$ cat config.mk
export PLATFORM = sky130hd
export DESIGN_NAME = fetch_instruction_queue
export DESIGN_NICKNAME = d
export VERILOG_FILES = /design/src/rtl/taiga_config.sv /design/src/rtl/taiga_types.sv /design/src/rtl/fetch_queue_ptr.sv /design/src/rtl/fetch_instruction_queue.sv
export SDC_FILE = /design/constraint.sdc
export NUM_CORES = 1
export LEC_CHECK = 0
export ABC_AREA = 1
export CAP_MARGIN = 10
export CORE_ASPECT_RATIO = 1.5
export CORE_MARGIN = 8
export CORE_UTILIZATION = 39
export CTS_BUF_LIST = sky130_fd_sc_hd__clkbuf_4 sky130_fd_sc_hd__clkbuf_8
export CTS_CLUSTER_DIAMETER = 100
export DETAILED_ROUTE_END_ITERATION = 6
export PLACE_DENSITY_LB_ADDON = 0.1
export SLEW_MARGIN = 10
export SYNTH_ARGS = -nofsm -noshare
export SYNTH_HDL_FRONTEND = slang
export SYNTH_SLANG_ARGS = --single-unit
$ cat constraint.sdc
create_clock -name clk -period 7.51 [get_ports clk]
set_input_delay 1.1265 -clock clk [delete_from_list [all_inputs] [get_ports clk]]
set_output_delay 1.1265 -clock clk [all_outputs]
set_load 0.02 [all_outputs]
$ cat src/rtl/taiga_config.sv
// Build-time configuration for the fetch/decode front end.
package taiga_config;
    localparam int unsigned FETCH_QUEUE_DEPTH = 4;
endpackage

$ cat src/rtl/taiga_types.sv
// Shared types for the fetch instruction queue.
package taiga_types;
    localparam int unsigned FETCH_QUEUE_DEPTH = taiga_config::FETCH_QUEUE_DEPTH;

    typedef struct packed {
        logic [31:0] pc;
        logic [31:0] instr;
        logic        fault;
    } fetch_queue_entry_t;
endpackage

$ cat src/rtl/fetch_queue_ptr.sv
// Wrapping ring pointer with increment and synchronous clear.
module fetch_queue_ptr #(
    parameter int unsigned PTR_W = 2
) (
    input  logic             clk,
    input  logic             rst,
    input  logic             clear,
    input  logic             inc,
    output logic [PTR_W-1:0] ptr
);
    // Natural overflow gives modulo-DEPTH wrap because DEPTH is a power of two.
    always_ff @(posedge clk) begin
        if (rst || clear)
            ptr <= '0;
        else if (inc)
            ptr <= ptr + PTR_W'(1);
    end
endmodule

$ cat src/rtl/fetch_instruction_queue.sv
// In-order queue between fetch and decode: allocate on request, fill on return, pop to decode.
module fetch_instruction_queue
    import taiga_types::*;
#(
    parameter int unsigned DEPTH = FETCH_QUEUE_DEPTH
) (
    input  logic        clk,
    input  logic        rst,
    input  logic        gc_fetch_flush,
    input  logic        branch_flush,
    input  logic        pc_id_assigned,
    input  logic [31:0] if_pc,
    input  logic        fetch_complete,
    input  logic [31:0] fetch_instruction,
    input  logic        fetch_address_valid,
    output logic        pc_id_available,
    output logic        decode_valid,
    output logic [31:0] decode_pc,
    output logic [31:0] decode_instruction,
    output logic        decode_fetch_fault,
    input  logic        decode_advance,
    output logic        spurious_fill
);
    localparam int unsigned PTR_W = $clog2(DEPTH);
    localparam int unsigned CNT_W = PTR_W + 1;

    fetch_queue_entry_t entries [DEPTH];

    logic [PTR_W-1:0] alloc_ptr;
    logic [PTR_W-1:0] fill_ptr;
    logic [PTR_W-1:0] pop_ptr;
    logic [CNT_W-1:0] alloc_count;
    logic [CNT_W-1:0] fill_count;

    logic flush;
    logic alloc;
    logic fill;
    logic pop;
    logic bad_alloc;
    logic bad_fill;

    always_comb begin
        flush           = gc_fetch_flush | branch_flush;
        pc_id_available = (alloc_count < CNT_W'(DEPTH));
        decode_valid    = (fill_count != '0);
        alloc           = pc_id_assigned & pc_id_available & ~flush;
        // A same-cycle allocation counts as outstanding, so fill may land on it.
        fill            = fetch_complete & ~flush & ((alloc_count != fill_count) | alloc);
        pop             = decode_valid & decode_advance & ~flush;
        bad_alloc       = pc_id_assigned & ~pc_id_available & ~flush;
        bad_fill        = fetch_complete & ~fill & ~flush;
    end

    fetch_queue_ptr #(.PTR_W(PTR_W)) alloc_ptr_i (
        .clk   (clk),
        .rst   (rst),
        .clear (flush),
        .inc   (alloc),
        .ptr   (alloc_ptr)
    );

    fetch_queue_ptr #(.PTR_W(PTR_W)) fill_ptr_i (
        .clk   (clk),
        .rst   (rst),
        .clear (flush),
        .inc   (fill),
        .ptr   (fill_ptr)
    );

    fetch_queue_ptr #(.PTR_W(PTR_W)) pop_ptr_i (
        .clk   (clk),
        .rst   (rst),
        .clear (flush),
        .inc   (pop),
        .ptr   (pop_ptr)
    );

    always_ff @(posedge clk) begin
        if (rst || flush) begin
            alloc_count <= '0;
            fill_count  <= '0;
        end else begin
            alloc_count <= alloc_count + CNT_W'(alloc) - CNT_W'(pop);
            fill_count  <= fill_count + CNT_W'(fill) - CNT_W'(pop);
        end
    end

    always_ff @(posedge clk) begin
        if (rst)
            spurious_fill <= 1'b0;
        else if (bad_alloc || bad_fill)
            spurious_fill <= 1'b1;
    end

    // Storage is intentionally not reset; validity is tracked by the counters.
    always_ff @(posedge clk) begin
        if (alloc)
            entries[alloc_ptr].pc <= if_pc;
        if (fill) begin
            entries[fill_ptr].instr <= fetch_instruction;
            entries[fill_ptr].fault <= ~fetch_address_valid;
        end
    end

    always_comb begin
        decode_pc          = entries[pop_ptr].pc;
        decode_instruction = entries[pop_ptr].instr;
        decode_fetch_fault = entries[pop_ptr].fault;
    end
endmodule

==> impl_results.md, run 1 <==
* Worst clock skew at 0.0231 ns
* Post_cts resized at 0
* Setup violators final at 0
* First-pass GRT wire length at slightly below 40 mm
* Multiplexer share of the synthesized area at 0%
* Max stage delay on crit path at 0.71 ns
* Relative slew slack at 24.8%
* Remaining antenna violation count at 0
* Crit Path Class: reg2out
* Total power at 2.93 mW
* Die extent in x at approximately 150 um
* I/O pin count at 140
* Final nets at 988
* Library cells used by synthesis at 28
* Hold Crit Class: reg2reg
* Dpl cell area at 12500 um2
* 1st-iter DRT viols at 321
* RSZ-0062 raised after global routing: no
* WP data arrival at 3.46 ns
* Syn_nets at 840
* Avg Cell Area, Syn at 14.4 um2
* Post-CTS Setup Inserts at 0
* DR vias at 6448
* Largest family of logic cells by synthesized area: compound AO/OA/AOI/OAI gates
* Register area share after synthesis at 74.6%
* Initial core utilization at about two fifths
* Synth Area in Simple Gates at between 7 and 8%
* Clk network pwr share at between 30% and 40%
* Fmax at 0.218 GHz
* Worst EP required at 6.38 ns
* Share of layout cells above drive strength 1 at 15.3%
* Final slew viol count at 0
* CP endpoint kind: output port
* Synth warn at 0
* Setup TNS at 0 ns
* Vias/cell at 5.05
* Finished Core Util at around half
* Critical Path Source Type: flop
* Core Footprint at 27700 um2
* Seq cells post-synth at 275
* Area growth from synthesis to layout at 22.3%
* Hold Vio Cnt, Final at 0
* Period utilisation layout at 61.1%
* Buf+Inv Stages, Crit Path at 3
* Drt wl/cell at between 15 and 20 um
* Clk pin slew, worst setup/hold paths at approximately 0.06 ns
* Cell Area, Synth at approximately 11000 um2
* Grt ovf at 0
* Most common flop cell mapped by yosys: edfxtp_1
* NetSw at 0.577 mW
* Fin area at 13300 um2
* VDD IR max at 0.153 mV
* Clk buf depth at 3
* Clock Latency Late Sink at 0.54 ns
* Syn Inst Count at 754
* H-Tree Depth at 2
* Worst slew pin tran at 1.12 ns
* Dpl hpwl at 14.7 mm
* Maxcap violations at 0
* Number of global-route vias before repair at 6819
* Gate power share at 3.2%
* Gpl congestion at 0.710
* Compound-Gate Fraction of Synth Area at 11.7%
* CP max-delay cell: buf_4
* Sink Count at 275
* Post-CTS Hold Buffers at 0
* CP cell instances: inv_6 -> buf_4 -> o21ai_0 -> o22ai_1 -> clkdlybuf4s50_1
* Tmin final at around 4.6 ns
* IO Port Bufs at 139
* Die Area at between 30000 and 40000 um2
* Crit Path Max Fanout at a little under 80
* Total GRT Usage at 14.7%
* PwrDens at 220 nW/um2
* Int Power at 2.35 mW
* Reported leakage power at 4.38 nW
* Inserted Clock Buffers at between 40 and 50
* Row cnt at 75
* DRC viols at 0
* DRT Pass-1 Iters at 4
* Async S/R FF share, synth at 0%
* Routed wire length at 24.6 mm
* CTS Root Cell: clkbuf_8
* Pin count of the biggest net entering global routing at 85
* Seq pwr share at 57.7%
* Post-synth EDFFs at 260
* CTS tree: built
* Die Y at 220 um
* Outcome: finished, final reports clean
* Family with the most delay on the worst path: buffers and inverters
* Post-synthesis xor/xnor area fraction at 0.242%
* Switch share at 19.7%
* Adder-Cell Fraction of Synth Area at under 10%
* Initial antenna violation count at 0
[cell type report]
class / count / area [um2]
Fill cell: 2340 / 14400
Sequential cell: 275 / 8110
Multi-Input combinational cell: 401 / 2390
Timing Repair Buffer: 147 / 1450
Clock buffer: 56 / 677
Tap cell: 346 / 433
Inverter: 36 / 140
Clock inverter: 14 / 83.8
Antenna cell: 1 / 2.50
[flip-flops by register name (all words and copies together), names as in the netlist, named ones only]
name,count
alloc_count,3
alloc_ptr_i.ptr,2
entries,260
fill_count,3
fill_ptr_i.ptr,2
pop_ptr_i.ptr,2
spurious_fill,1
[tightest hold or removal path: cells and delay by family, from the launching register on]
family	cells	cell delay (ns)
AOI/OAI and AO/OA	1	0.08
and+or+nand+nor	1	0.06
DFF	1	0.32
[cells in the mapped netlist, types with 2 or more instances]
library cell / number / area, um2
a21oi_1: 10 / 50.1
buf_12: 3 / 60.1
buf_2: 14 / 70.1
buf_6: 9 / 101
clkbuf_1: 16 / 60.1
dfxtp_1: 15 / 300
edfxtp_1: 260 / 7810
fa_1: 2 / 40.0
ha_1: 12 / 150
inv_1: 25 / 93.8
inv_2: 10 / 37.5
nand2_1: 16 / 60.1
nand2_2: 3 / 18.8
nand3_1: 3 / 15.0
nand3_2: 2 / 20.0
nor2_1: 127 / 477
nor2_2: 2 / 12.5
nor2_4: 20 / 225
o21ai_0: 95 / 475
o21ai_1: 33 / 165
o21ai_2: 5 / 43.8
o22ai_1: 45 / 282
o22ai_2: 20 / 250
or2_1: 2 / 12.5
xor2_1: 2 / 17.5
[cell families after synthesis]
kind of cell	after synthesis
AO/OA/AOI/OAI	209
XOR/XNOR	3
flip-flops	275
buffers and inverters	78
adder cells (fa/ha/maj)	14
AND/OR/NAND/NOR	175
[placed cells by master, fill, tap and decap left out, types with 9 or more instances in the layout]
master | netlist | final
ha_1 | 12 | 12
inv_1 | 25 | 25
nand2_1 | 16 | 16
dfxtp_1 | 15 | 13
o21ai_0 | 95 | 95
inv_2 | 10 | 10
clkbuf_4 | 0 | 15
o21ai_1 | 33 | 33
clkdlybuf4s50_1 | 0 | 139
nor2_4 | 20 | 28
o22ai_1 | 45 | 45
clkbuf_8 | 0 | 41
nor2_1 | 127 | 119
o22ai_2 | 20 | 20
edfxtp_1 | 260 | 260
clkinv_1 | 0 | 9
a21oi_1 | 10 | 10
[per-layer routing]
| layer | up-vias | global-route usage (%) | routed length, um |
|---|---|---|---|
| met5 | - | 0 | 0 |
| met4 | 0 | 5.31 | 573 |
| met3 | 39 | 4.09 | 1470 |
| met2 | 170 | 26.6 | 12500 |
| met1 | 3167 | 16.4 | 10000 |
| li1 | 3072 | - | - |
[worst paths after layout]
check                                           endpoint  cells after the start                          start  slack (ns)
worst max-delay path                  decode_fetch_fault                      5                           flop        2.92
worst min register to register                      flop                      2  pop_ptr_i.ptr[1]$_SDFFE_PP0P_        0.50
worst max register to register  fill_count[2]$_SDFF_PP0_                     12      alloc_count[2]$_SDFF_PP0_        5.10
worst min-delay path                                flop                      2  pop_ptr_i.ptr[1]$_SDFFE_PP0P_        0.50
[metrics by stage]
stage | worst slack [ns] | hold slack, ns | instances
after global placement | 3.46 | 0.480 | 1205
after global routing | 2.68 | 0.532 | 1275
after CTS | 2.80 | 0.510 | 1275
final | 2.92 | 0.502 | 1276
after floorplan | 4.02 | 0.470 | 754
after detailed placement | 3.42 | 0.492 | 1205
[power groups by stage]
| stage | clock, mW | sequential, mW | combinational (mW) |
|---|---|---|---|
| 6_report | 1.14 | 1.69 | 0.0943 |
| 5_1_grt | 1.25 | 1.69 | 0.102 |
| 2_1_floorplan | 0 | 1.72 | 0.0231 |
| 4_1_cts | 1.19 | 1.69 | 0.0960 |
| 3_5_place_dp | 0 | 1.72 | 0.0953 |
| 3_3_place_gp | 0 | 1.72 | 0.0926 |
Power figures use the tool's default switching activity.
==> run 2, diff against run 1 <==
- clock period: 7.51 -> 4.8 ns (I/O delays scaled with it)
==> run 2 against run 1 <==
Effect of this change:
- clock power up 65%
- critical path depth did not move
- sequential power up 56%
- die area unchanged
- sequential share of layout area down 0.42 points
- sequential cell count unchanged
==> impl_results.md, run 2 (synthesis gave the netlist of run 1 again) <==
* Largest register FFs at 260 (unchanged)
* DRC viols at 0 (unchanged)
* Critical Path Source Type: flop
* Area growth from synthesis to layout at 23.1%
* Hold Crit Class: reg2reg
* Vias/cell at 5.08 (+0.56%)
* Relative slew slack at 22.3% (-2.6 points)
* WHS at 0.499 ns (-0.00262 ns)
* Period utilisation layout at 82.2%
* Setup TNS at 0 ns (unchanged)
* Die extent in x at 152 um (unchanged)
* Sink Count at 275 (unchanged)
* Die Y at 220 um (unchanged)
* Grt ovf at 0 (unchanged)
* Clock Latency Late Sink at 0.53 ns (about the same)
* Initial antenna violation count at 0 (unchanged)
* Maxcap violations at 0 (unchanged)
* Post-CTS Setup Inserts at 0 (unchanged)
* Fillers at 2405 (+2.8%)
* Final slew viol count at 0 (unchanged)
* Placed Cells at 1208 (+0.25%)
* Reported leakage power at 4.43 nW (+1.2%)
* DR vias at 6540 (+1.4%)
* Post_cts resized at 0 (unchanged)
* Commonest cells after routing, fill and taps aside: edfxtp_1 (260), clkdlybuf4s50_1 (139), nor2_1 (119)
* Buf+Inv Stages, Crit Path at 3 (unchanged)
* Share of layout cells above drive strength 1 at 16.2% (+0.87 points)
* DRT Pass-1 Iters at 4 (unchanged)
* IO Port Bufs at 139 (unchanged)
* Regs by FF count: entries (260), alloc_count (3), fill_count (3)
* Max stage delay on crit path at 0.68 ns (-0.03 ns)
* Setup violators final at 0 (unchanged)
* Routed wire length at 25.2 mm (+2.3%)
* Ant diodes at 0 (-1)
* Gpl congestion at 0.708 (-0.39%)
* CTS tree: built
* Clk pin slew, worst setup/hold paths at 0.06 ns (about the same)
* CP max-delay cell: clkdlybuf4s50_1
* PwrDens at 349 nW/um2 (+59%)
* First-pass GRT wire length at 39.1 mm (+1.5%)
* Most flops, register: entries
* Remaining antenna violation count at 0 (unchanged)
* Leading cell type in the layout, fill and taps excluded: edfxtp_1
* Fin area at 13400 um2 (+0.69%)
* Total power at 4.67 mW (+60%)
* Finished Core Util at 48.3% (+0.33 points)
* Pin count of the biggest net entering global routing at 69 (-19%)
* CP endpoint kind: output port
* Drt wl/cell at 19.6 um (+1.5%)
* Die Area at 33600 um2 (unchanged)
* Hold Vio Cnt, Final at 0 (unchanged)
* Worst slew pin tran at 1.16 ns (+0.0384 ns)
* Number of global-route vias before repair at 7027 (+3.1%)
* Worst EP required at 4.08 ns (-2.30 ns)
* Final nets at 993 (+0.51%)
* Initial core utilization at 39.3% (unchanged)
* Fmax at 0.253 GHz
* Post-CTS Hold Buffers at 0 (unchanged)
* Tmin final at 3.95 ns
* Pre-CTS WS at 1.35 ns (-2.07 ns)
* I/O pin count at 140 (unchanged)
* H-Tree Depth at 2 (unchanged)
* CTS Root Cell: clkbuf_8
* RSZ-0062 raised after global routing: no
* Outcome: finished, final reports clean
* VDD IR max at 0.240 mV (+57%)
* Total GRT Usage at 14.9% (+0.19 points)
* Dpl hpwl at 15.1 mm (+2.9%)
* Worst clock skew at 0.0233 ns (+0.000214 ns)
* Non-filler cells, final at 1287 (+0.86%)
* Final setup margin at 0.853 ns (-2.07 ns)
* Core Footprint at 27700 um2 (unchanged)
* Family with the most delay on the worst path: buffers and inverters
* Row cnt at 75 (unchanged)
* Crit Path Max Fanout at 64 (-19%)
* WP data arrival at 3.23 ns (-0.23 ns)
* Crit Path Class: reg2out
* 1st-iter DRT viols at 291 (-9.3%)
* Dpl cell area at 12500 um2 (+0.18%)
* CP cell instances: inv_6 -> buf_4 -> o21ai_1 -> o22ai_1 -> clkdlybuf4s50_1
* Inserted Clock Buffers at 43 (+4.9%)
* Clk buf depth at 3 (unchanged)
[run 2: worst paths after layout]
path                                 start                       end  slack [ns]  cells past startpoint
max reg2reg      alloc_count[2]$_SDFF_PP0_  fill_count[2]$_SDFF_PP0_        2.45                     12
min          pop_ptr_i.ptr[1]$_SDFFE_PP0P_                      flop        0.50                      2
min reg2reg  pop_ptr_i.ptr[1]$_SDFFE_PP0P_                      flop        0.50                      2
max                                   flop    decode_instruction[30]        0.85                      5
[run 2: per-layer routing]
layer	up-vias	global-route usage, %	wire length (um)
met1	3226	15.9	9780
met4	0	4.55	483
li1	3078	-	-
met2	196	28.6	13400
met5	-	0	0
met3	40	3.73	1540
[run 2: power breakdown]
part | switching (mW) | leakage, nW | total, mW | internal (mW)
Sequential | 0.00341 | 2.47 | 2.64 | 2.64
Combinational | 0.0727 | 1.52 | 0.149 | 0.0765
Clock | 0.854 | 0.447 | 1.88 | 1.03
Total | 0.930 | 4.43 | 4.67 | 3.74
[run 2: tightest hold or removal path: cells and delay by family (launching register included)]
| family | cells | cell delay (ns) |
|---|---|---|
| flip-flops | 1 | 0.32 |
| AND/OR/NAND/NOR | 1 | 0.06 |
| AO/OA/AOI/OAI | 1 | 0.07 |
[run 2: final cells by class]
cell class	instances	area, um2	area share [%]
flip-flops and latches	275	8110	60.6
repair buffers	150	1470	11.0
multi-input cells	401	2390	17.9
inverters	36	140	1.05
clock buffers	65	776	5.80
well taps	346	433	3.24
clock inverters	14	56.3	0.421
